File: config.mk
export PLATFORM = sky130hd
export DESIGN_NAME = ltssm_os_decoder_flat
export DESIGN_NICKNAME = d
export VERILOG_FILES = /design/src/rtl/ltssm_os_decoder_if.sv /design/src/rtl/ltssm_os_decoder.sv /design/src/flat_wrapper.sv
export SDC_FILE = /design/constraint.sdc
export NUM_CORES = 1
export LEC_CHECK = 0
export BUFFER_PORTS_ARGS = -buffer_cell sky130_fd_sc_hd__buf_2
export CORE_UTILIZATION = 45
export CTS_CLUSTER_SIZE = 40
export DETAILED_ROUTE_END_ITERATION = 16
export PLACE_DENSITY = 0.69
export SLEW_MARGIN = 20
export SYNTH_ARGS = -nofsm -noshare
export SYNTH_HDL_FRONTEND = slang
export SYNTH_SLANG_ARGS = --single-unit
File: constraint.sdc
create_clock -name clk_i -period 3.15 [get_ports clk_i]
set_input_delay 0.63 -clock clk_i [delete_from_list [all_inputs] [get_ports clk_i]]
set_output_delay 0.63 -clock clk_i [all_outputs]
set_load 0.02 [all_outputs]
File: src/rtl/ltssm_os_decoder_if.sv
// Receive symbol stream of one lane: 4 symbols per beat with per-byte K flags.
// The decoder never back-pressures; tready only reports "out of reset".
interface ltssm_os_decoder_if #(
  parameter int DATA_WIDTH = 32,
  parameter int USER_WIDTH = 4
);
  logic [DATA_WIDTH-1:0] tdata;
  logic [USER_WIDTH-1:0] tuser;
  logic                  tvalid;
  logic                  tready;

  modport master (output tdata, output tuser, output tvalid, input tready);
  modport slave  (input tdata, input tuser, input tvalid, output tready);
endinterface

File: src/rtl/ltssm_os_decoder.sv
// Per-lane TS1/TS2 ordered-set decoder for LTSSM Polling/Configuration.
// Word-aligned input (COM in byte0); a TS spans 4 beats and is reported 1 clk after its last beat.
module ltssm_os_decoder #(
  parameter int DATA_WIDTH = 32,
  parameter int USER_WIDTH = 4,
  parameter int IDLE_MIN   = 8
) (
  input  logic              clk_i,
  input  logic              rst_i,
  input  logic              en_i,
  ltssm_os_decoder_if.slave s_axis,
  output logic              ts1_valid_o,
  output logic              ts2_valid_o,
  output logic              idle_valid_o,
  output logic [7:0]        link_num_o,
  output logic [7:0]        lane_num_o,
  output logic              link_pad_o,
  output logic              lane_pad_o,
  output logic [7:0]        n_fts_o,
  output logic [7:0]        rate_id_o,
  output logic [7:0]        training_ctrl_o,
  output logic [3:0]        consec_cnt_o,
  output logic              error_o
);

  localparam int NSYM = DATA_WIDTH / 8;
  localparam int CW   = $clog2(IDLE_MIN + 1);

  localparam logic [7:0] K_COM = 8'hBC;
  localparam logic [7:0] K_SKP = 8'h1C;
  localparam logic [7:0] K_PAD = 8'hF7;
  localparam logic [7:0] ID_TS1 = 8'h4A;
  localparam logic [7:0] ID_TS2 = 8'h45;

  typedef enum logic [1:0] {S_SEARCH, S_B1, S_B2, S_B3} state_t;
  typedef enum logic [1:0] {KIND_NONE, KIND_TS1, KIND_TS2} kind_t;

  state_t          r_state;
  kind_t           r_last_kind;
  logic            r_ready;
  logic [CW-1:0]   r_idle_cnt;
  // Fields staged while the OS is in flight, published only on completion
  logic [7:0]      r_s_link, r_s_lane, r_s_nfts, r_s_rate, r_s_tctrl, r_s_id;
  logic            r_s_link_pad, r_s_lane_pad;

  logic [7:0]            w_sym [NSYM];
  logic [USER_WIDTH-1:0] w_k;
  logic w_com, w_skp1, w_skp, w_zero_beat, w_b0_ok, w_b1_ok, w_b23_ok, w_same;
  kind_t w_kind;

  // NOTE: every signal assigned in always_comb gets a value on every path, so no latch is inferred.
  always_comb begin
    w_k = s_axis.tuser;
    for (int i = 0; i < NSYM; i++) w_sym[i] = s_axis.tdata[8*i +: 8];
    w_com       = w_k[0] && (w_sym[0] == K_COM);
    w_skp1      = w_k[1] && (w_sym[1] == K_SKP);
    w_skp       = w_com && (&w_k[3:1]) && (w_sym[1] == K_SKP) &&
                  (w_sym[2] == K_SKP) && (w_sym[3] == K_SKP);
    w_zero_beat = (w_k == '0) && (s_axis.tdata == '0);
    w_b0_ok     = (!w_k[1] || (w_sym[1] == K_PAD)) &&
                  (!w_k[2] || (w_sym[2] == K_PAD)) && !w_k[3];
    w_b1_ok     = (w_k == '0) && ((w_sym[2] == ID_TS1) || (w_sym[2] == ID_TS2)) &&
                  (w_sym[3] == w_sym[2]);
    w_b23_ok    = (w_k == '0);
    for (int i = 0; i < NSYM; i++)
      if (w_sym[i] != r_s_id) w_b23_ok = 1'b0;
    w_kind = (r_s_id == ID_TS2) ? KIND_TS2 : KIND_TS1;
    // N_FTS deliberately excluded from the identity test
    w_same = (w_kind == r_last_kind) && (r_s_link == link_num_o) && (r_s_lane == lane_num_o) &&
             (r_s_link_pad == link_pad_o) && (r_s_lane_pad == lane_pad_o) &&
             (r_s_rate == rate_id_o) && (r_s_tctrl == training_ctrl_o);
  end

  assign s_axis.tready = r_ready;
  assign idle_valid_o  = (r_idle_cnt >= CW'(IDLE_MIN));

  // NOTE: sequential state uses non-blocking assignments only, so every register samples pre-edge values.
  always_ff @(posedge clk_i or posedge rst_i) begin
    if (rst_i) begin
      r_state         <= S_SEARCH;
      r_last_kind     <= KIND_NONE;
      r_ready         <= 1'b0;
      r_idle_cnt      <= '0;
      r_s_link        <= '0;
      r_s_lane        <= '0;
      r_s_nfts        <= '0;
      r_s_rate        <= '0;
      r_s_tctrl       <= '0;
      r_s_id          <= '0;
      r_s_link_pad    <= 1'b0;
      r_s_lane_pad    <= 1'b0;
      ts1_valid_o     <= 1'b0;
      ts2_valid_o     <= 1'b0;
      link_num_o      <= '0;
      lane_num_o      <= '0;
      link_pad_o      <= 1'b0;
      lane_pad_o      <= 1'b0;
      n_fts_o         <= '0;
      rate_id_o       <= '0;
      training_ctrl_o <= '0;
      consec_cnt_o    <= '0;
      error_o         <= 1'b0;
    end else begin
      r_ready     <= 1'b1;
      ts1_valid_o <= 1'b0;
      ts2_valid_o <= 1'b0;
      error_o     <= 1'b0;
      if (!en_i) begin
        r_state      <= S_SEARCH;
        r_idle_cnt   <= '0;
        consec_cnt_o <= '0;
      end else if (s_axis.tvalid) begin
        if (!(r_state == S_SEARCH && (w_zero_beat || w_skp))) r_idle_cnt <= '0;
        unique case (r_state)
          S_SEARCH: begin
            if (w_zero_beat) begin
              if (r_idle_cnt < CW'(IDLE_MIN)) r_idle_cnt <= r_idle_cnt + CW'(4);
            end else if (w_com && !w_skp1) begin
              if (w_b0_ok) begin
                r_s_link     <= w_sym[1];
                r_s_lane     <= w_sym[2];
                r_s_nfts     <= w_sym[3];
                r_s_link_pad <= w_k[1];
                r_s_lane_pad <= w_k[2];
                r_state      <= S_B1;
              end else begin
                error_o      <= 1'b1;
                consec_cnt_o <= '0;
              end
            end
          end
          S_B1: begin
            if (w_b1_ok) begin
              r_s_rate  <= w_sym[0];
              r_s_tctrl <= w_sym[1];
              r_s_id    <= w_sym[2];
              r_state   <= S_B2;
            end else begin
              error_o      <= 1'b1;
              consec_cnt_o <= '0;
              r_state      <= S_SEARCH;
            end
          end
          S_B2: begin
            if (w_b23_ok) begin
              r_state <= S_B3;
            end else begin
              error_o      <= 1'b1;
              consec_cnt_o <= '0;
              r_state      <= S_SEARCH;
            end
          end
          S_B3: begin
            r_state <= S_SEARCH;
            if (w_b23_ok) begin
              ts1_valid_o     <= (w_kind == KIND_TS1);
              ts2_valid_o     <= (w_kind == KIND_TS2);
              r_last_kind     <= w_kind;
              link_num_o      <= r_s_link;
              lane_num_o      <= r_s_lane;
              link_pad_o      <= r_s_link_pad;
              lane_pad_o      <= r_s_lane_pad;
              n_fts_o         <= r_s_nfts;
              rate_id_o       <= r_s_rate;
              training_ctrl_o <= r_s_tctrl;
              if (!w_same)                   consec_cnt_o <= 4'd1;
              else if (consec_cnt_o != 4'hF) consec_cnt_o <= consec_cnt_o + 4'd1;
            end else begin
              error_o      <= 1'b1;
              consec_cnt_o <= '0;
            end
          end
          default: r_state <= S_SEARCH;
        endcase
      end
    end
  end

endmodule

File: src/flat_wrapper.sv
// flat-port wrapper written by rule: the top's interface ports become plain ports
module ltssm_os_decoder_flat 
#(
  parameter int DATA_WIDTH = 32,
  parameter int USER_WIDTH = 4,
  parameter int IDLE_MIN   = 8
)
  (clk_i, rst_i, en_i, ts1_valid_o, ts2_valid_o, idle_valid_o, link_num_o, lane_num_o, link_pad_o, lane_pad_o, n_fts_o, rate_id_o, training_ctrl_o, consec_cnt_o, error_o, s_axis_tdata, s_axis_tuser, s_axis_tvalid, s_axis_tready);
  ltssm_os_decoder_if #(.DATA_WIDTH(DATA_WIDTH), .USER_WIDTH(USER_WIDTH)) s_axis_i ();
  input  logic clk_i;
  input  logic rst_i;
  input  logic en_i;
  output logic ts1_valid_o;
  output logic ts2_valid_o;
  output logic idle_valid_o;
  output logic [7:0] link_num_o;
  output logic [7:0] lane_num_o;
  output logic link_pad_o;
  output logic lane_pad_o;
  output logic [7:0] n_fts_o;
  output logic [7:0] rate_id_o;
  output logic [7:0] training_ctrl_o;
  output logic [3:0] consec_cnt_o;
  output logic error_o;
  input wire logic [$bits(s_axis_i.tdata)-1:0] s_axis_tdata;
  input wire logic [$bits(s_axis_i.tuser)-1:0] s_axis_tuser;
  input wire logic [$bits(s_axis_i.tvalid)-1:0] s_axis_tvalid;
  output wire logic [$bits(s_axis_i.tready)-1:0] s_axis_tready;
  assign s_axis_i.tdata = s_axis_tdata;
  assign s_axis_i.tuser = s_axis_tuser;
  assign s_axis_i.tvalid = s_axis_tvalid;
  assign s_axis_tready = s_axis_i.tready;
  ltssm_os_decoder #(.DATA_WIDTH(DATA_WIDTH), .USER_WIDTH(USER_WIDTH), .IDLE_MIN(IDLE_MIN)) u_core (.clk_i(clk_i), .rst_i(rst_i), .en_i(en_i), .s_axis(s_axis_i), .ts1_valid_o(ts1_valid_o), .ts2_valid_o(ts2_valid_o), .idle_valid_o(idle_valid_o), .link_num_o(link_num_o), .lane_num_o(lane_num_o), .link_pad_o(link_pad_o), .lane_pad_o(lane_pad_o), .n_fts_o(n_fts_o), .rate_id_o(rate_id_o), .training_ctrl_o(training_ctrl_o), .consec_cnt_o(consec_cnt_o), .error_o(error_o));
endmodule
=== Yosys cells after proc, flatten, opt, wreduce, memory -nomap -nowiden ===
Index checks and enable logic that the tools add are counted.

* Add/sub/neg operators: 2
* Order comparisons: 2
* Equality and inequality tests: 35
* Muxes and demuxes: 46
* Bitwise logic cells: 1
* Reduce and logical (&&, ||, !) cells: 37

{| class="wikitable"
|+ Operator list
! operator !! number
|-
| $mux 4 || 16
|-
| $eq 8x8->1 || 5
|-
| $logic_not 32->1 || 1
|-
| $ne 8x8->1 || 4
|-
| $eq 8x5->1 const B || 3
|-
| $eq 8x7->1 const B || 3
|-
| $eq 8x8->1 const B || 3
|-
| $logic_and 1x1->1 || 19
|-
| $mux 1 || 19
|-
| $mux 2 || 8
|-
| $pmux 4 s4 || 1
|-
| $ne 3x3->1 const B || 5
|-
| $reduce_and 4->1 || 3
|-
| $pmux 2 s4 || 1
|-
| $reduce_and 7->1 || 1
|-
| $eq 2x2->1 const B || 3
|-
| $reduce_and 6->1 || 1
|-
| $ne 5x5->1 const B || 1
|-
| $add 4x1->4 const B || 1
|-
| $add 4x3->4 const B || 1
|-
| $eq 2x1->1 const B || 2
|-
| $ge 4x4->1 const B || 1
|-
| $logic_not 1->1 || 4
|-
| $logic_not 4->1 || 1
|-
| 12 further kinds || 16
|}

* Register bits after elaboration: 108
* Input port bits: 40
* Output and inout bits: 51
* Logic and storage cells: 146

=== Depth between registers and ports, before layout ===
* Depth after elaboration: 14
* Depth in mapped cells: 9
* Mapped depth without buffers: 7

=== Worst setup path after synthesis ===
OpenSTA, ideal clock, no wires.

* Path type: input to register
* Start: input port s_axis_tdata[19]
* End: register u_core.link_pad_o
* Setup time: 0.125 ns
* Arrival time: 2.731 ns
* Data required time: 3.025 ns
* Slack: 0.294 ns
* Stages: 8
* Path buffers: 2
* Path through: clkbuf_1 -> nor4_1 -> a41oi_1 -> or4_4 -> a2111oi_4 -> nand4_4 -> buf_6 -> mux2_4

* Longest elaborated chain between the ends: 4

{| class="wikitable"
|+ RTL lines
! item !! line !! text
|-
| start: declaration || flat_wrapper.sv:25 || <nowiki>input wire logic [$bits(s_axis_i.tdata)-1:0] s_axis_tdata;</nowiki>
|-
| $ne 8x8->1 || ltssm_os_decoder.sv:66 || <nowiki>if (w_sym[i] != r_s_id) w_b23_ok = 1'b0;</nowiki>
|-
| $mux 1 (2 in series) || ltssm_os_decoder.sv:66 ||
|-
| $reduce_and 4->1 (no line) || - ||
|-
| end signal: assignment || ltssm_os_decoder.sv:161 || <nowiki>link_pad_o <= r_s_link_pad;</nowiki>
|-
| end: declaration || ltssm_os_decoder.sv:17 || <nowiki>output logic link_pad_o,</nowiki>
|}

Every way passes these cells.
A chain may end at the register's enable or synchronous reset.

=== Worst setup path in the final report ===
* Start: input port s_axis_tdata[9]
* End: register u_core.consec_cnt_o[0]

* Longest elaborated chain between the ends: 8
* Elaborated cells between the ends (all ways): 24
* Classes of those cells: eq/ne (8); mux (7); reduce/logical (9)

{| class="wikitable"
|+ RTL lines
! item !! line !! text
|-
| $ne 8x8->1 || ltssm_os_decoder.sv:66 ||
|-
| $mux 1 (3 in series) || ltssm_os_decoder.sv:66 ||
|-
| $mux 4 || ltssm_os_decoder.sv:155 || <nowiki>if (w_b23_ok) begin</nowiki>
|-
| $pmux 4 s4 || ltssm_os_decoder.sv:114 || <nowiki>unique case (r_state)</nowiki>
|-
| $mux 4 || ltssm_os_decoder.sv:112 || <nowiki>end else if (s_axis.tvalid) begin</nowiki>
|-
| $mux 4 || ltssm_os_decoder.sv:108 || <nowiki>if (!en_i) begin</nowiki>
|-
| end signal: assignment || ltssm_os_decoder.sv:167 || <nowiki>else if (consec_cnt_o != 4'hF) consec_cnt_o <= consec_cnt_o + 4'd1;</nowiki>
|-
| end: declaration || ltssm_os_decoder.sv:22 || <nowiki>output logic [3:0] consec_cnt_o,</nowiki>
|}

Parallel ways exist; a longest one is shown, timed or not. The select of a mux whose other input is x is not followed.

==> results.py <==
metrics = {
    "synth": {
        "ys_seq_area_share_pct": 51.31,
        "synth_largest_area_cell": "dfrtp_1",
        "synth_edf_count": 0,
        "syn_area_mm2": 0.005170,
        "syn_area_per_cell_um2": 12.16,
        "yosysMostFrequentCell": "dfrtp_1",
        "ys_seq_elements": 106,
        "synth_warnings": 0,
        "ys_async_sr_fraction_pct": 100.0,
        "synth_common_cells": "106 x dfrtp_1, 81 x mux2_2, 32 x xor2_1",
        "synth_area_leaders": "dfrtp_1 51%, mux2_2 18%, xor2_1 5.4%",
        "syn_nets": 466,
        "ys.flop_type": "dfrtp_1",
        "synth_cells": 425,
        "yosys.area.top_type_share_pct": 51.31,
        "synth_cell_types": 55,
    },
    "clocking": {
        "cts_setup_buffers": 0,
        "cts_buffers": 9,
        "cts_root_buf": "clkbuf_16",
        "path_clk_slew_ns": 0.07,
        "cts-hold-fix-buffers": 0,
        "htreeDepth": 3,
        "cts_tree": "built",
        "insertion_delay_ns": 0.34,
        "ctsResizeCount": 0,
        "clock_path_buffers": 2,
        "cts.sinks": 106,
    },
    "floorplanning": {
        "die_w_um": 109.2,
        "die_area_mm2": 0.01192,
        "pin_count": 91,
        "die_h_um": 109.2,
        "design.core.area_mm2": 0.01103,
        "placementRows": 38,
        "initial_core_util_pct": 46.87,
    },
    "sta": {
        "hold_ws_ns": 0.4349,
        "finalSetupTns_ns": 0,
        "rsz0062_at_grt": "no",
        "fin_crit_ns": 2.668,
        "max_freq_mhz": 374.8,
        "hold_violations": 0,
        "finalCritPeriodShare_pct": 84.71,
        "setup_violations": 0,
        "skew_ns": 0.004497,
        "slew_viol_final": 0,
        "max_slew.worst_pin.slew_ns": 0.6990,
        "max_slew_margin_pct": 52.76,
    },
    "global_route": {
        "grtUsageTotal_pct": 22.36,
        "grt_pass1_vias": 3779,
        "grt_remaining_overflow": 0,
        "antenna_found_initial": 0,
        "grt_first_pass_wirelength_mm": 19.83,
        "grt_max_degree": 107,
    },
    "routing": {
        "drt-pass1-iter-count": 4,
        "routedWlPerCell_um": 18.86,
        "ant_nets": 0,
        "drt-initial-drc-count": 159,
        "dr_total_vias": 3788,
        "wl_mm": 12.56,
        "vias_per_cell": 5.688,
        "drc": 0,
    },
    "place": {
        "io_buffers": 90,
        "dp.cells": 652,
        "place.gp.congestion": 0.9416,
        "hpwlAfterDp_mm": 9.212,
    },
    "cells_and_area": {
        "drive_gt1_share_pct": 39.73,
        "area_growth_pct": 19.02,
        "antennaDiodeCount": 0,
        "layout.cells.non_filler": 666,
        "layout.nets": 564,
    },
    "pwr": {
        "cellPowerDensity_mw_per_mm2": 425.0,
        "power_leakage_nw": 3.293,
        "total_power_mw": 2.615,
        "ir_drop_uv": 459.2,
    },
    "worst_setup_path": {
        "max_stage_delay_ns": 0.53,
        "worst-r2r-cell-count": 7,
        "cp_max_fo": 6,
        "crit_chain": "buf_2, or3_1, o22a_1, or4_4, a2111oi_4, buf_4, a211oi_1, nor2_1, o221a_2",
        "critPathLaunch": "s_axis_tdata[9]",
        "critPathLaunchType": "primary input",
        "slowest_stage": "or4_4",
        "crit_arrival_ns": 2.95,
        "path_class": "in -> reg",
        "cp_data_required_time_ns": 3.43,
        "r2r-end": "u_core.consec_cnt_o[3]",
        "critPathCaptureType": "register",
        "crit_end": "u_core.consec_cnt_o[0]",
        "timing.rr.start": "u_core.r_s_id[2]",
        "reg2reg_slack_ns": 0.55,
    },
    "status": {
        "status": "complete, no violations",
    },
    "job": {
        "maxCapViolations": 0,
    },
    "worst_hold_path": {
        "min_path_type": "in -> async",
    },
}
==> registers in the layout, summed over array words and instances (netlist names), 2 cells and up <==
signal	cells
u_core.lane_num_o	8
u_core.link_num_o	8
u_core.n_fts_o	8
u_core.r_s_id	8
u_core.r_s_lane	8
u_core.r_s_link	8
u_core.r_s_nfts	8
u_core.r_s_rate	8
u_core.r_s_tctrl	8
u_core.rate_id_o	8
u_core.training_ctrl_o	8
u_core.consec_cnt_o	4
u_core.r_idle_cnt	2
u_core.r_last_kind	2
u_core.r_state	2
==> power by group <==
group	switching [mW]	leakage [nW]	internal, mW
Combinational	0.107	1.70	0.0476
Sequential	0.00331	1.45	1.36
Clock	0.463	0.139	0.631
==> cell families (layout without fill, tap and decap cells) <==
family	count (synthesis)	count (layout)	synth area share, %
adders and majority gates	1	1	0.2420
DFF	106	106	51.31
xor gates and xnor gates	41	41	6.946
other	1	1	0.07253
AOI/OAI and AO/OA	48	48	6.898
muxes	84	84	18.51
and+or+nand+nor	116	116	13.34
buffers and inverters	28	129	2.686
==> per-stage QoR <==
step,area [µm²],utilization (%),setup WS (ns)
2_1_floorplan,5174,-,0.2937
3_3_place_gp,5868,53.20,0.1775
3_5_place_dp,5868,53.20,0.1354
4_1_cts,6153,55.78,0.4887
5_1_grt,6153,55.78,0.2064
6_report,6153,55.78,0.4817
==> area by class of cell <==
type	count	area (µm²)
Multi-Input combinational cell	291	2381
Clock inverter	2	38.79
Inverter	12	48.80
Timing Repair Buffer	103	610.6
Tap cell	140	175.2
Fill cell	962	4877
Sequential cell	106	2653
Clock buffer	12	246.5
==> how the worst min path moves through the flow <==
stage / start / end / cells after the start
global route: rst_i / u_core.s_axis.tready / 3
finish: rst_i / u_core.s_axis.tready / 3
floorplan: u_core.r_last_kind[1] / u_core.r_last_kind[1] / 1
CTS: rst_i / u_core.s_axis.tready / 3
global placement: u_core.r_last_kind[1] / u_core.r_last_kind[1] / 1
detailed placement: u_core.r_s_nfts[6] / u_core.n_fts_o[6] / 1
==> cell usage in the layout, fill, tap and decap left out, types with 11 or more instances in the layout <==
cell type / instances
xor2_1: 32
inv_1: 11
nor4_1: 16
nor2_1: 11
nand2_1: 19
nand4_1: 16
nand3_1: 12
mux2_2: 81
buf_2: 90
dfrtp_1: 106
==> metal layers <==
layer	up-vias	part of all wire [%]	routed length (µm)	GRT usage, %
met5	-	0	0	0
met4	0	1.5	193	7.714
met3	14	5.5	690	4.124
met2	119	47	5935	35.53
met1	1891	46	5745	30.67
li1	1764	-	-	-
==> worst max-delay path: cells and delay by family <==
kind            cells  cell delay, ns
buf+inv             2            0.33
compound gates      4            0.87
simple gates        3            1.11
Note: power is estimated with default switching activity, not from simulation.
